File: src/rtl/determine_hit.sv
// Hit detection and victim selection for a 4-entry fully associative LRU cache.
// The lookup result is combinational; a registered copy is kept for pipelined or debug use.
module determine_hit #(
  parameter int unsigned a_width = 8
) (
  input  logic                 clk,
  input  logic                 clr,
  input  logic [a_width-1:0]   addr_in,
  input  logic [4*a_width-1:0] w_addr,
  input  logic [7:0]           w_cnt,
  input  logic [3:0]           valid,
  output logic [1:0]           sel,
  output logic [3:0]           dec,
  output logic                 hit,
  output logic                 hit_r,
  output logic [1:0]           sel_r,
  output logic [3:0]           dec_r
);

  localparam int unsigned n_entries = 4;
  localparam int unsigned cnt_w     = 2;

  logic [n_entries-1:0] match;
  logic [cnt_w-1:0]     cnt [n_entries];
  logic [1:0]           hit_idx;
  logic [1:0]           inv_idx;
  logic                 any_inv;
  logic [1:0]           min_idx;
  logic [cnt_w-1:0]     min_cnt;
  logic [cnt_w-1:0]     sel_cnt;

  // Tag compare; an invalid entry never matches regardless of its stored tag.
  always_comb begin
    match = '0;
    for (int i = 0; i < int'(n_entries); i++) begin
      cnt[i]   = w_cnt[cnt_w*i +: cnt_w];
      match[i] = valid[i] && (w_addr[a_width*i +: a_width] == addr_in);
    end
  end

  // Lowest-index priority encoders for match and invalid entries.
  always_comb begin
    hit_idx = 2'd0;
    inv_idx = 2'd0;
    any_inv = 1'b0;
    for (int i = int'(n_entries) - 1; i >= 0; i--) begin
      if (match[i]) hit_idx = 2'(i);
      if (!valid[i]) begin
        inv_idx = 2'(i);
        any_inv = 1'b1;
      end
    end
  end

  // Lowest-index minimum counter; a zero counter is the minimum, so it wins when present.
  always_comb begin
    min_idx = 2'd0;
    min_cnt = cnt[0];
    for (int i = 1; i < int'(n_entries); i++) begin
      if (cnt[i] < min_cnt) begin
        min_idx = 2'(i);
        min_cnt = cnt[i];
      end
    end
  end

  always_comb begin
    hit = |match;
    if (hit)          sel = hit_idx;
    else if (any_inv) sel = inv_idx;
    else              sel = min_idx;
  end

  // Age everything newer than the hit entry; on a miss age every live non-zero counter.
  always_comb begin
    dec     = '0;
    sel_cnt = cnt[sel];
    for (int i = 0; i < int'(n_entries); i++) begin
      if (hit) dec[i] = valid[i] && (cnt[i] > sel_cnt);
      else     dec[i] = valid[i] && (cnt[i] != '0);
    end
  end

  always_ff @(posedge clk) begin
    if (clr) begin
      hit_r <= 1'b0;
      sel_r <= 2'd0;
      dec_r <= 4'd0;
    end else begin
      hit_r <= hit;
      sel_r <= sel;
      dec_r <= dec;
    end
  end

endmodule

File: config.mk
export PLATFORM = sky130hd
export DESIGN_NAME = determine_hit
export DESIGN_NICKNAME = d
export VERILOG_FILES = /design/src/rtl/determine_hit.sv
export SDC_FILE = /design/constraint.sdc
export NUM_CORES = 1
export LEC_CHECK = 0
export ABC_AREA = 0
export CELL_PAD_IN_SITES_DETAIL_PLACEMENT = 1
export CELL_PAD_IN_SITES_GLOBAL_PLACEMENT = 2
export CORE_UTILIZATION = 20
export DETAILED_ROUTE_END_ITERATION = 8
export GPL_TIMING_DRIVEN = 0
export PLACE_DENSITY = 0.8
export REMOVE_ABC_BUFFERS = 1
export SKIP_LAST_GASP = 1
export SYNTH_ARGS = -nofsm -noshare
export SYNTH_HDL_FRONTEND = slang
export SYNTH_SLANG_ARGS = --single-unit
File: constraint.sdc
create_clock -name clk -period 4.1 [get_ports clk]
set_input_delay 0.615 -clock clk [delete_from_list [all_inputs] [get_ports clk]]
set_output_delay 0.615 -clock clk [all_outputs]
set_load 0.05 [all_outputs]
---- Word level (Yosys, flattened, before mapping) ----
Index checks and enable logic that the tools add are counted.
word-level totals
  register bits after elaboration ......... 7
  bits of input ports ..................... 54
  output and inout bits ................... 14
  word-level logic and storage cells ...... 59
cells by class
  order comparisons ....................... 8
  eq/ne operators ......................... 4
  muxes and demuxes ....................... 26
  bitwise gates (word level) .............. 1
  reductions and logical operators ........ 17
operator list
  operator                                                   number
  8-bit equality test                                        4
  2-bit two-way mux                                          16
  1-bit logical AND                                          12
  1-bit two-way mux                                          9
  2-bit greater-than comparator                              4
  2-bit nonzero test                                         4
  2-bit < comparator                                         3
  2-bit binary-select mux with 2-bit select                  1
  4-bit OR reduction                                         1
  3-bit greater-or-equal comparator (second input constant)  1
  2-bit NOT with 3-bit output                                1

---- Logic depth before layout (Yosys ltp) ----
  depth in word-level cells ............... 15
  gate-level depth with buffers ........... 19
  depth with buffers taken out ............ 18

---- Worst setup path before layout ----
Ideal clock, no wire load.
  kind .................................... in2out
  start ................................... input port w_cnt[1]
  end ..................................... output port dec[0]
  arrival ................................. 4.540 ns
  data required time ...................... 3.485 ns
  slack ................................... -1.055 ns
  cell stages on the path ................. 17
  path buffers ............................ 1
  path through ............................ ha_1 > ha_1 > inv_1 > ha_1 > o21ai_0 > a21oi_1 > nor3b_1 > or2_1 > a21boi_2 > buf_6 > a21oi_1 > mux2i_1 > ha_1 > nor2_1 > a21boi_1 > a2111oi_2 > nor3b_1
between the ends
  longest elaborated chain between the ends .. 15
  elaborated cells between the ends (all ways) .. 19
  classes of those cells .................. 4 x order compare; 11 x mux; 1 x bitwise; 3 x reduce/logical
ends and longest elaborated chain
  what                                                      line  text
  from (decl)                                               10    input logic [7:0] w_cnt,
  2-bit < comparator                                        60    if (cnt[i] < min_cnt) begin
  2-bit two-way mux (*)                                     60
  2-bit < comparator                                        60
  2-bit two-way mux                                         60
  2-bit < comparator                                        60
  2-bit two-way mux (*)                                     60
  2-bit two-way mux (*)                                     70    else if (any_inv) sel = inv_idx;
  2-bit two-way mux (*)                                     69    if (hit) sel = hit_idx;
  named net sel[1]                                          12    output logic [1:0] sel,
  2-bit NOT with 3-bit output (not written as such) (*)     77    sel_cnt = cnt[sel];
  2-bit binary-select mux with 2-bit select (*)             77
  2-bit two-way mux (not written as such) (*) (2 in a row)  77
  2-bit greater-than comparator (*)                         79    if (hit) dec[i] = valid[i] && (cnt[i] > sel_cnt);
  1-bit logical AND (*)                                     79
  1-bit two-way mux (*)                                     79
  to (decl)                                                 13    output logic [3:0] dec,
Mark *: on every way through the listed nets, which the timed path passes. The rest lies on a longest branch. The select of a mux whose other input is x is not followed.

---- Final worst setup path ----
  start ................................... input port w_cnt[3]
  end ..................................... output port dec[0]
between the ends
  longest elaborated chain between the ends .. 15
  elaborated cells between the ends (all ways) .. 17
  classes of those cells .................. 4 x order compare; 11 x mux; 1 x bitwise; 1 x reduce/logical
ends and longest elaborated chain
  what                                                      line
  2-bit < comparator                                        60
  2-bit two-way mux                                         60
  2-bit < comparator                                        60
  2-bit two-way mux                                         60
  2-bit < comparator                                        60
  2-bit two-way mux                                         60
  2-bit two-way mux                                         70
  2-bit two-way mux                                         69
  2-bit NOT with 3-bit output (not written as such)         77
  2-bit binary-select mux with 2-bit select (*)             77
  2-bit two-way mux (not written as such) (*) (2 in a row)  77
  2-bit greater-than comparator (*)                         79
  1-bit logical AND (*)                                     79
  1-bit two-way mux (*)                                     79
Mark *: on every way between the ends. The rest lies on a longest branch, timed or not. The select of a mux whose other input is x is not followed.

==> results.tsv <==
stage	metric	value	unit
cts	cts-buffers-inserted	3	
synthesis	yosysWarnings	0	
final_layout	mostFrequentLayoutCells	46 x clkdlybuf4s50_1, 31 x xnor2_1, 17 x buf_4	
drt	drtIter0Drc	27	
die	core	6490	sq um
cts	ctsHtreeMaxLevel	1	
drt	finalWirelength	4700	um
sta	hold_slack	843	ps
drt	vias_per_cell	4.67	
place	place_ws	-2270	ps
drt	wire_per_inst	14.6	um
sta	period_needed	4400	ps
sta	finalCritPeriodShare	107	%
synthesis	ys_async_sr_fraction	0	%
final_layout	fillers	733	
final_layout	multi_input_area	1340	sq um
die	row_count	29	
place	port_buffers	67	
die	die_area	7250	sq um
synthesis	synth_area_leaders	xnor2_1 20%, dfxtp_1 10%, ha_1 8.1%	
cts	cts-root-buf	clkbuf_8	
place	place.gp.congestion	0.734	
die	die_w	85.1	um
synthesis	synth_edf_count	0	
final_layout	diodes	0	
pwr	ir_drop	69.6	uV
pwr	totalPowerFinal	0.000459	W
sta	drv_slew	0	
sta	tightest_slew	649	ps
global_route	antenna_found_initial	0	
cts	cts_tree	done	
pwr	p_leak	0.927	nW
setup_path	path_class	input pin to output pin	
drt	drt-pass1-iter-count	3	
cts	clockBufferDepth	2	
final_layout	final_common_cell	clkdlybuf4s50_1	
cts	path_clk_slew	40	ps
cts	cts_num_sinks	7	
global_route	grt_pass1_vias	1611	
synthesis	ys_seq_elements	7	
run_status	status	complete, but fails checks	
setup_path	cp.required	3480	ps
sta	slew_headroom	56.4	%
setup_path	critPathMaxFanout	5	
global_route	grt_use_total	13.2	%
synthesis	yosysUniqueCellTypes	47	
synthesis	synth-main-ff-cell	dfxtp_1	
sta	grt_setup_unrepaired	yes	
setup_path	critPathLaunchType	input pin	
synthesis	avgSynthCellArea	8.28	sq um
synthesis	yosysTopAreaCell	xnor2_1	
cts	holdBufCountCts	0	
die	io_pins	68	
final_layout	regArea	140	sq um
sta	hold_viol	0	
sta	setup_slack	-297	ps
die	start_util	21.3	%
drt	vias	1503	
drt	drc_errors	0	
die	die_y	85.1	um
final_layout	area_growth	78.0	%
setup_path	end_kind	output pin	
sta	setup_viol	4	
flow_run	cap_violations	0	
drt	ant_nets	0	
setup_path	worstPathArrival	3780	ps
hold_path	min_path_type	input pin to flip-flop	
sta	max_freq	0.227	GHz
global_route	grt_pass1_wl	7570	um
final_layout	drive_gt1_share	31.4	%
global_route	globalRouteOverflowTotal	0	
pwr	power_density	186	nW/um^2
synthesis	syn_inst	167	
synthesis	syn_area	1380	sq um
synthesis	yosys.area.top_type_share	20.3	%
run_status	violations	setup timing	
global_route	grt_max_degree	13	
synthesis	yosysSeqAreaShare	10.1	%
place	dp.final_hpwl	3710	um
final_layout	nets	309	
sta	setup_tns	-878	ps
-- where the power goes --
part           internal [W]  leakage (nW)  switching (W)
Combinational      0.000144         0.847       0.000148
Sequential        0.0000720        0.0577    0.000000733
Clock             0.0000670        0.0228      0.0000273
-- synth_stat cells (2+ instances only) --
library cell  instances
nor3_1                3
a21oi_1               8
or3_1                 2
nand3_1               4
inv_1                 8
nand2b_1              2
a31oi_1               2
o2111ai_1             3
nor3_2                2
or2_1                 2
mux2i_1               2
nand2_1              12
ha_1                  9
o311ai_0              2
a2111oi_2             2
nand4_1               4
nor2b_1               2
nor2_1               15
buf_6                 9
o21ai_0               5
nor3b_1               3
a21boi_1              2
nor3_4                3
dfxtp_1               7
xnor2_1              32
-- flip-flops by register name, indices dropped and copies added, names as in the netlist --
signal / cells
sel_r: 2
dec_r: 4
hit_r: 1
-- layer usage --
layer	global-route usage [%]	wire length, um	share of wire (%)	vias to the layer above
li1	-	-	-	752
met1	14.8	1940	41	690
met2	24.8	2400	51	53
met3	2.14	259	5.5	8
met4	4.93	97	2.1	0
met5	0	0	0	-
-- stage by stage --
| stage | cells | util, % | area [sq um] |
|---|---|---|---|
| floorplan | 157 | - | 1280 |
| global placement | 301 | 31.5 | 2040 |
| detailed placement | 301 | 31.5 | 2040 |
| CTS | 318 | 36.6 | 2380 |
| global route | 322 | 37.9 | 2460 |
| finish | 322 | 37.9 | 2460 |
-- critical path, cell delays in order --
cell and delay, ps:
buf_12 100, ha_4 160, ha_4 150, inv_2 50, ha_4 200, o21ai_2 120
a21oi_2 50, nor3b_2 160, or2_4 250, a21boi_4 260, buf_6 140, a21oi_4 60
mux2i_4 230, ha_4 250, nor2_4 170, nor3_2 60, a32oi_1 220, nand2_1 140
nor3b_2 220, buf_6 190
-- worst paths after layout --
check                     from             endpoint  slack (ps)  depth (start not counted)
worst max-delay path  w_cnt[3]               dec[0]        -300                         20
worst min-delay path  w_cnt[5]  dec_r[2]$_SDFF_PP0_         840                          3
-- final cells by class --
| cell class | count | share of cell area (%) |
|---|---|---|
| Inverter | 9 | 1.37 |
| Tap cell | 77 | 3.91 |
| Sequential cell | 7 | 5.69 |
| Timing Repair Buffer | 84 | 32.9 |
| Multi-Input combinational cell | 141 | 54.2 |
| Clock buffer | 4 | 1.83 |
-- kinds of logic (layout without fill, tap and decap cells) --
logic type	Yosys count	count (layout)	synth area share, %
AND/OR/NAND/NOR	59	59	25.5
XOR/XNOR	32	32	20.3
flip-flops	7	7	10.1
AO/OA/AOI/OAI	38	38	22.7
buffers and inverters	19	97	10.1
multiplexers	3	3	3.08
adder cells (fa/ha/maj)	9	9	8.14
-- timing repair --
item	4_1_cts	5_1_grt
setup buffers	13	4
gates resized for setup	103	11
endpoints found under the hold margin	0	0
setup endpoints to repair	10	4
pin swaps	19	14
Power figures use the tool's default switching activity.
